--- src/rtl/jam_pkg.sv ---
// Shared definitions for the Job Assignment Machine cost-table slice.
// The JAM core reuses COST_W; the table block uses the rest.
package jam_pkg;

  localparam int COST_W      = 7;
  localparam int TABLE_DEPTH = 64;
  localparam int PTR_W       = $clog2(TABLE_DEPTH);
  localparam int LB_W        = 10;

  typedef enum logic [1:0] {
    LOAD  = 2'd0,
    SERVE = 2'd1,
    DONE  = 2'd2
  } state_e;

  // Row-major table index: worker selects the row, job the column.
  function automatic logic [PTR_W-1:0] tbl_idx(input logic [2:0] w, input logic [2:0] j);
    return {w, j};
  endfunction

endpackage

--- src/rtl/jam_cost_table_if.sv ---
// Loader/JAM-facing signal bundle of the cost table; slave is the table side.
// Port names follow the existing JAM core so it can connect without renaming.
interface jam_cost_table_if #(
  parameter int COST_W = 7,
  parameter int CNT_W  = 20
);

  logic                     Clear;
  logic                     LoadValid;
  logic [COST_W-1:0]        LoadData;
  logic                     LoadReady;
  logic [2:0]               W;
  logic [2:0]               J;
  logic [COST_W-1:0]        Cost;
  logic                     Ready;
  logic [jam_pkg::LB_W-1:0] LowerBound;
  logic                     JamValid;
  logic [CNT_W-1:0]         CycleCount;
  logic                     Done;

  modport master (
    output Clear, LoadValid, LoadData, W, J, JamValid,
    input  LoadReady, Cost, Ready, LowerBound, CycleCount, Done
  );

  modport slave (
    input  Clear, LoadValid, LoadData, W, J, JamValid,
    output LoadReady, Cost, Ready, LowerBound, CycleCount, Done
  );

endinterface

--- src/rtl/jam_cost_loader.sv ---
// Load-stream sequencer: write pointer, table write strobe and row-minimum lower bound.
// A beat is accepted by the caller; clear_i wins over a same-cycle beat.
module jam_cost_loader #(
  parameter int COST_W = 7
) (
  input  logic                      CLK,
  input  logic                      RST,
  input  logic                      clear_i,
  input  logic                      beat_i,
  input  logic [COST_W-1:0]         data_i,
  output logic                      we_o,
  output logic [jam_pkg::PTR_W-1:0] waddr_o,
  output logic [COST_W-1:0]         wdata_o,
  output logic                      last_o,
  output logic [jam_pkg::LB_W-1:0]  lb_o
);
  import jam_pkg::*;

  logic [PTR_W-1:0]  ptr_q, ptr_d;
  logic [COST_W-1:0] rowmin_q, rowmin_d;
  logic [LB_W-1:0]   acc_q, acc_d;
  logic [COST_W-1:0] cur_min;
  logic              row_first;
  logic              row_last;

  assign row_first = (ptr_q[2:0] == 3'd0);
  assign row_last  = (ptr_q[2:0] == 3'd7);

  // Minimum of the current row including the word on the bus this cycle.
  assign cur_min = (row_first || (data_i < rowmin_q)) ? data_i : rowmin_q;

  always_comb begin
    ptr_d    = ptr_q;
    rowmin_d = rowmin_q;
    acc_d    = acc_q;
    if (clear_i) begin
      ptr_d    = '0;
      rowmin_d = '0;
      acc_d    = '0;
    end else if (beat_i) begin
      ptr_d    = ptr_q + PTR_W'(1);
      rowmin_d = cur_min;
      if (row_last) begin
        acc_d = acc_q + LB_W'(cur_min);
      end
    end
  end

  always_ff @(posedge CLK or posedge RST) begin
    if (RST) begin
      ptr_q    <= '0;
      rowmin_q <= '0;
      acc_q    <= '0;
    end else begin
      ptr_q    <= ptr_d;
      rowmin_q <= rowmin_d;
      acc_q    <= acc_d;
    end
  end

  assign we_o    = beat_i && !clear_i;
  assign waddr_o = ptr_q;
  assign wdata_o = data_i;
  assign last_o  = we_o && (ptr_q == PTR_W'(TABLE_DEPTH - 1));
  assign lb_o    = acc_q;

endmodule

--- src/rtl/jam_cost_table.sv ---
// 8x8 worker/job cost table for the JAM: streamed load, zero-latency lookup, service-cycle count.
// Load accepts one word per cycle while in LOAD; Clear restarts loading from entry 0.
module jam_cost_table #(
  parameter int COST_W = 7,
  parameter int CNT_W  = 20
) (
  input logic             CLK,
  input logic             RST,
  jam_cost_table_if.slave bus
);
  import jam_pkg::*;

  state_e            state_q, state_d;
  logic [CNT_W-1:0]  cnt_q, cnt_d;
  logic [COST_W-1:0] table_q [TABLE_DEPTH];

  logic              in_load;
  logic              beat;
  logic              tbl_we;
  logic [PTR_W-1:0]  tbl_waddr;
  logic [COST_W-1:0] tbl_wdata;
  logic              load_last;
  logic [LB_W-1:0]   lb;

  assign in_load = (state_q == LOAD);
  assign beat    = bus.LoadValid && in_load;

  jam_cost_loader #(
    .COST_W (COST_W)
  ) u_loader (
    .CLK     (CLK),
    .RST     (RST),
    .clear_i (bus.Clear),
    .beat_i  (beat),
    .data_i  (bus.LoadData),
    .we_o    (tbl_we),
    .waddr_o (tbl_waddr),
    .wdata_o (tbl_wdata),
    .last_o  (load_last),
    .lb_o    (lb)
  );

  always_comb begin
    state_d = state_q;
    cnt_d   = cnt_q;
    case (state_q)
      LOAD: begin
        if (load_last) state_d = SERVE;
      end
      SERVE: begin
        // The cycle that carries JamValid is not part of the service time.
        if (bus.JamValid) begin
          state_d = DONE;
        end else if (cnt_q != {CNT_W{1'b1}}) begin
          cnt_d = cnt_q + CNT_W'(1);
        end
      end
      DONE: begin
        state_d = DONE;
      end
      default: begin
        state_d = LOAD;
      end
    endcase
    if (bus.Clear) begin
      state_d = LOAD;
      cnt_d   = '0;
    end
  end

  always_ff @(posedge CLK or posedge RST) begin
    if (RST) begin
      state_q <= LOAD;
      cnt_q   <= '0;
    end else begin
      state_q <= state_d;
      cnt_q   <= cnt_d;
    end
  end

  // Contents survive Clear; a reload overwrites every entry.
  always_ff @(posedge CLK or posedge RST) begin
    if (RST) begin
      for (int i = 0; i < TABLE_DEPTH; i++) table_q[i] <= '0;
    end else if (tbl_we) begin
      table_q[tbl_waddr] <= tbl_wdata;
    end
  end

  assign bus.LoadReady  = in_load;
  assign bus.Ready      = !in_load;
  assign bus.Cost       = in_load ? '0 : table_q[tbl_idx(bus.W, bus.J)];
  assign bus.LowerBound = lb;
  assign bus.CycleCount = cnt_q;
  assign bus.Done       = (state_q == DONE);

endmodule

--- src/flat_wrapper.sv ---
// flat-port wrapper written by rule: the top's interface ports become plain ports
module jam_cost_table_flat import jam_pkg::*;
#(
  parameter int COST_W = 7,
  parameter int CNT_W  = 20
)
  (CLK, RST, bus_Clear, bus_LoadValid, bus_LoadData, bus_W, bus_J, bus_JamValid, bus_LoadReady, bus_Cost, bus_Ready, bus_LowerBound, bus_CycleCount, bus_Done);
  jam_cost_table_if #(.COST_W(COST_W), .CNT_W(CNT_W)) bus_i ();
  input logic CLK;
  input logic RST;
  input wire logic [$bits(bus_i.Clear)-1:0] bus_Clear;
  input wire logic [$bits(bus_i.LoadValid)-1:0] bus_LoadValid;
  input wire logic [$bits(bus_i.LoadData)-1:0] bus_LoadData;
  input wire logic [$bits(bus_i.W)-1:0] bus_W;
  input wire logic [$bits(bus_i.J)-1:0] bus_J;
  input wire logic [$bits(bus_i.JamValid)-1:0] bus_JamValid;
  output wire logic [$bits(bus_i.LoadReady)-1:0] bus_LoadReady;
  output wire logic [$bits(bus_i.Cost)-1:0] bus_Cost;
  output wire logic [$bits(bus_i.Ready)-1:0] bus_Ready;
  output wire logic [$bits(bus_i.LowerBound)-1:0] bus_LowerBound;
  output wire logic [$bits(bus_i.CycleCount)-1:0] bus_CycleCount;
  output wire logic [$bits(bus_i.Done)-1:0] bus_Done;
  assign bus_i.Clear = bus_Clear;
  assign bus_i.LoadValid = bus_LoadValid;
  assign bus_i.LoadData = bus_LoadData;
  assign bus_i.W = bus_W;
  assign bus_i.J = bus_J;
  assign bus_i.JamValid = bus_JamValid;
  assign bus_LoadReady = bus_i.LoadReady;
  assign bus_Cost = bus_i.Cost;
  assign bus_Ready = bus_i.Ready;
  assign bus_LowerBound = bus_i.LowerBound;
  assign bus_CycleCount = bus_i.CycleCount;
  assign bus_Done = bus_i.Done;
  jam_cost_table #(.COST_W(COST_W), .CNT_W(CNT_W)) u_core (.CLK(CLK), .RST(RST), .bus(bus_i));
endmodule
--- config.mk ---
export PLATFORM = sky130hd
export DESIGN_NAME = jam_cost_table_flat
export DESIGN_NICKNAME = d
export VERILOG_FILES = /design/src/rtl/jam_pkg.sv /design/src/rtl/jam_cost_table_if.sv /design/src/rtl/jam_cost_loader.sv /design/src/rtl/jam_cost_table.sv /design/src/flat_wrapper.sv
export SDC_FILE = /design/constraint.sdc
export NUM_CORES = 1
export LEC_CHECK = 0
export CAP_MARGIN = 20
export CORE_ASPECT_RATIO = 1.5
export CORE_UTILIZATION = 54
export CTS_CLUSTER_SIZE = 25
export DETAILED_ROUTE_END_ITERATION = 8
export PLACE_DENSITY_LB_ADDON = 0.05
export SLEW_MARGIN = 20
export SYNTH_ARGS = -nofsm -noshare
export SYNTH_HDL_FRONTEND = slang
export SYNTH_HIERARCHICAL = 1
export SYNTH_SLANG_ARGS = --single-unit
--- constraint.sdc ---
create_clock -name CLK -period 18.8 [get_ports CLK]
set_input_delay 3.76 -clock CLK [delete_from_list [all_inputs] [get_ports CLK]]
set_output_delay 3.76 -clock CLK [all_outputs]
set_load 0.01 [all_outputs]
Yosys cells after proc, flatten, opt, wreduce, memory -nomap -nowiden
Index checks and enable logic that the tools add are counted.
Widths: inputs -> output; s select.
{"block": "totals", "reg_bits": 493, "inputBits": 18, "out_inout_bits": 40, "elab_cells": 125}
{"block": "op_classes", "addsub": 3, "n_lt_le_gt_ge": 4, "n_eq_ne": 8, "n_mux": 23, "bitwise_logic": 2, "n_reduce_logical": 16}
{"operator": "$bwmux 448", "count": 1}
{"operator": "$mux 20", "count": 4}
{"operator": "$mux 7", "count": 7}
{"operator": "$bmux 7 s6", "count": 1}
{"operator": "$demux 7 s6", "count": 1}
{"operator": "$mux 10", "count": 3}
{"operator": "$add 20x1->20 const B", "count": 1}
{"operator": "$ne 20x20->1 const B", "count": 1}
{"operator": "$ge 7x7->1 const B", "count": 2}
{"operator": "$not 6->7", "count": 2}
{"operator": "$mux 6", "count": 2}
{"operator": "$add 10x7->10", "count": 1}
{"operator": "$reduce_bool 2->1", "count": 4}
{"operator": "$lt 7x1->1 const B", "count": 1}
{"operator": "$lt 7x7->1", "count": 1}
{"operator": "$add 6x1->6 const B", "count": 1}
{"operator": "$eq 6x6->1 const B", "count": 1}
{"operator": "$mux 2", "count": 3}
{"operator": "$ne 3x3->1 const B", "count": 2}
{"operator": "$pmux 2 s3", "count": 1}
{"operator": "$logic_and 1x1->1", "count": 4}
{"operator": "$reduce_and 2->1", "count": 2}
{"operator": "$eq 3x3->1 const B", "count": 1}
{"operator": "$logic_not 3->1", "count": 1}
{"operator": "other kinds (7)", "count": 8}

Logic depth before layout (Yosys ltp)
{"block": "depth", "word_depth": 7, "depth_mapped": 14, "mapped_depth_nobuf": 13}

Modules after synthesis
The synthesis kept the hierarchy.
{"mod": "jam_cost_table", "instances": 1, "cells_per_inst": 1455, "area_per_inst_um2": 21843.4, "seq_area_each_um2": 11761.3}
{"mod": "jam_cost_loader", "instances": 1, "cells_per_inst": 175, "area_per_inst_um2": 1601.5, "seq_area_each_um2": 575.6}

Worst setup path before layout
No wires, ideal clock.
{"block": "synth_path", "path_type": "input-to-output", "from": "input bus_J[1]", "to": "output bus_Cost[3]", "t_arrival_ns": 5.385, "required_time_ns": 15.040, "slack_ns": 9.655, "path_stages": 7, "n_path_buf": 3, "path_cell_list": "buf_2 > buf_4 > buf_2 > mux4_2 > mux4_2 > o2111ai_1 > nand2_1"}
{"block": "synth_between", "elab_chain_len": 5}
{"element": "start: declaration", "line": "flat_wrapper.sv:15", "rtl": "input wire logic [$bits(bus_i.J)-1:0] bus_J;"}
{"element": "$not 6->7 (not written as such)", "line": "jam_cost_table.sv:92", "rtl": "assign bus.Cost = in_load ? '0 : table_q[tbl_idx(bus.W, bus.J)];"}
{"element": "$bmux 7 s6", "line": "jam_cost_table.sv:92"}
{"element": "$mux 7 (not written as such) (2 in a row)", "line": "jam_cost_table.sv:92"}
{"element": "$mux 7", "line": "jam_cost_table.sv:92"}
{"element": "end: declaration", "line": "flat_wrapper.sv:18", "rtl": "output wire logic [$bits(bus_i.Cost)-1:0] bus_Cost;"}
No other way between the ends. The select of a mux whose other input is x is not followed.

Final worst setup path
{"block": "layout_path", "from": "input bus_J[1]", "to": "output bus_Cost[5]"}
Same word-level chain as after synthesis.

==> metrics.txt <==
final hold vios 0; top-area cell type share of the netlist area 52.6%; CTS buffer count 48; TritonCTS clock tree built; Vias 13800; hpwl dp 36100 um; Avg Inst Size Synth 14.4 um2; Critical Path Fanout Max 57; crit path launch bus_J[1]; CORE AREA 0.0429 mm2; Slew headroom 30.9%; layout cells sized above 1 40.4%; synthesized cell area 0.0234 mm2; Worst Path Required 15.04 ns; Clock transition at path regs 0.06 ns; outcome finished clean; IO Pins 58; die area 0.0443 mm2; first-pass GRT wire length 89500 um; Routed WL 56800 um; DR iter-0 viols 904; row count 93; Synth async-reset ratio 100%; max_cap viols 0; CP max-delay cell buf_4; Min-Delay Path Class reg -> reg; initial antenna violation count 0; via/cell ratio 6.14; FMAX 88.9 MHz; gpl congestion 0.822; ranking of synthesized cells by area dfrtp_1 (53%), mux2_2 (22%), mux4_2 (11%); crit share post-route 59.9%; port bufs 57; Critical Path AT 7.49 ns; Lkg Pwr 0.0123 uW; # fillers 3319; DP Area 0.0243 mm2; largest net degree at the start of global routing 182; ANT cells 0; Power Dens Cells 85.0 mW/mm2; Top FF cell, synth dfrtp_1; number of global-route vias before repair 14500; CTS Hold Buffers Added 0; Yosys warnings 6; post-route design area 0.0259 mm2; worst reg2reg startpoint u_core/u_loader/waddr_o[1]; GR Util All Layers 27.1%; Syn Inst Count 1630; Critical Path, Cell by Cell buf_4 > buf_4 > mux4_2 > mux4_2 > o2111ai_1 > nand2_1 > clkdlybuf4s50_1; area of the multi-input gates 0.0105 mm2; Post-synth top cells dfrtp_1 (493), mux2_2 (451), mux4_2 (110); Post-CTS Resized 0; synth unique cells 60; DR WL/cell 25.3 um; Setup crit end bus_Cost[5]; fin cells 2246; clk sinks 493; FF+latch count, synth 493; clk_skew 0.0217 ns; cell with the most instances after synthesis dfrtp_1; Seq/Total Area, Yosys 52.6%; DRC 0; RSZ-0062 raised after global routing no; Power, Total 2200 uW; clock latency on the worst-skew pair 0.58 ns; Die W 172 um; Fin Setup TNS 0 ns; syn nets 1669; FF+latch area 0.0123 mm2; Reg-to-Reg End u_core/u_loader/lb_o[8]; H-tree depth 2; Initial Util 54.6%; critical path launch point type primary input; Overflow after GRT 0; Setup crit end kind primary output; final core utilization 60.3%; count of final setup violators 0; minimum clock period 11.25 ns; maximum VDD drop 84.8 uV; leading area contributor after synthesis dfrtp_1; clock tree buffer depth 3; Synth-to-Final Area Change 10.3%; max incr delay on CP 0.73 ns; Post-synth EDFFs 0; CTS Root Cell clkbuf_16; antenna-violating nets left 0; Layout Nets 1679; R2R setup slack 14.69 ns; worst setup path class in -> out; Least-Margin Pin Slew 1.03 ns; cell depth of the worst flop-to-flop path 13; Cells after DPL 2159; Die Y 257 um; first-pass iteration count of the detailed router 5; final max-slew violation count 0; # Post-CTS Setup Buffers 0
-- worst min-delay path by stage --
stage                   startpoint                  end  slack [ns]  cells after the start
6_report       u_core/table_q[266]  u_core/table_q[266]        0.50                      1
5_1_grt         u_core/table_q[97]   u_core/table_q[97]        0.51                      1
4_1_cts        u_core/table_q[266]  u_core/table_q[266]        0.50                      1
3_5_place_dp   u_core/table_q[266]  u_core/table_q[266]        0.48                      1
3_3_place_gp   u_core/table_q[267]  u_core/table_q[267]        0.48                      1
2_1_floorplan  u_core/table_q[266]  u_core/table_q[266]        0.47                      1
-- layout make-up --
| type | count | area share [%] |
|---|---|---|
| clock buffer | 72 | 5.50 |
| clock inverter | 14 | 0.518 |
| inverter | 17 | 0.276 |
| multi-input combinational | 1005 | 40.5 |
| sequential | 493 | 47.7 |
| tap | 570 | 2.76 |
| timing repair buffer | 75 | 2.72 |
-- power breakdown --
| part | total [uW] | switching (uW) | internal, uW |
|---|---|---|---|
| Clock | 959 | 409 | 550 |
| Sequential | 1100 | 12.5 | 1080 |
| Combinational | 144 | 90.7 | 53.7 |
| Total | 2200 | 512 | 1690 |
-- kinds of logic (layout without fill, tap and decap cells) --
family	Yosys count	after routing	synth area share [%]
compound gates	97	97	2.87
buf+inv	132	178	2.74
mux	605	605	34.5
fa+ha+maj	21	21	1.15
xor+xnor	27	27	1.01
flops	493	493	52.6
simple gates	255	255	5.09
-- critical path, delay by kind of cell --
kind	cells	cell delay [ns]
compound gates	1	0.45
buf+inv	3	1.96
mux	2	1.07
simple gates	1	0.12
-- flip-flops by register name (all words and copies together), names as in the netlist --
name                      flops
u_core/bus.CycleCount        20
u_core/u_loader/rowmin_q      7
u_core/state_q                2
u_core/u_loader/waddr_o       6
u_core/u_loader/lb_o         10
u_core/table_q              448
-- cell usage in the layout, fill, tap and decap left out, types with 4 or more instances in the layout --
cell / count
mux2_2: 451
a21oi_1: 18
clkbuf_1: 12
dfrtp_1: 493
nand2b_1: 9
clkinv_2: 8
buf_4: 17
nor3_1: 6
mux2i_1: 38
nor2b_1: 9
or3_1: 4
xnor2_1: 11
nor2_1: 84
nand2_1: 83
nor3_2: 5
inv_1: 15
nand3_1: 14
ha_1: 20
xor2_1: 16
clkbuf_8: 11
nand4_1: 15
clkdlybuf4s50_1: 47
nand3b_1: 5
mux4_1: 6
mux4_2: 110
o21ai_0: 23
a41o_1: 5
a31oi_1: 7
a211oi_1: 5
buf_2: 7
o22ai_1: 8
clkbuf_16: 49
and4_1: 4
-- routing by layer --
layer	share of wire, %	GRT usage (%)	wire length [um]	vias to the layer above
met1	41	36.4	23400	7435
met3	3.8	3.05	2180	78
li1	-	-	-	6019
met2	52	45.9	29500	255
met5	0	0	0	-
met4	2.8	8.43	1600	0
-- stage by stage --
step	hold slack [ns]	worst slack, ns
finish	0.498	7.55
global route	0.508	7.44
CTS	0.499	7.56
detailed placement	0.484	7.57
global placement	0.479	7.58
floorplan	0.470	1.93
No activity file was read; power rests on OpenSTA's default activity.
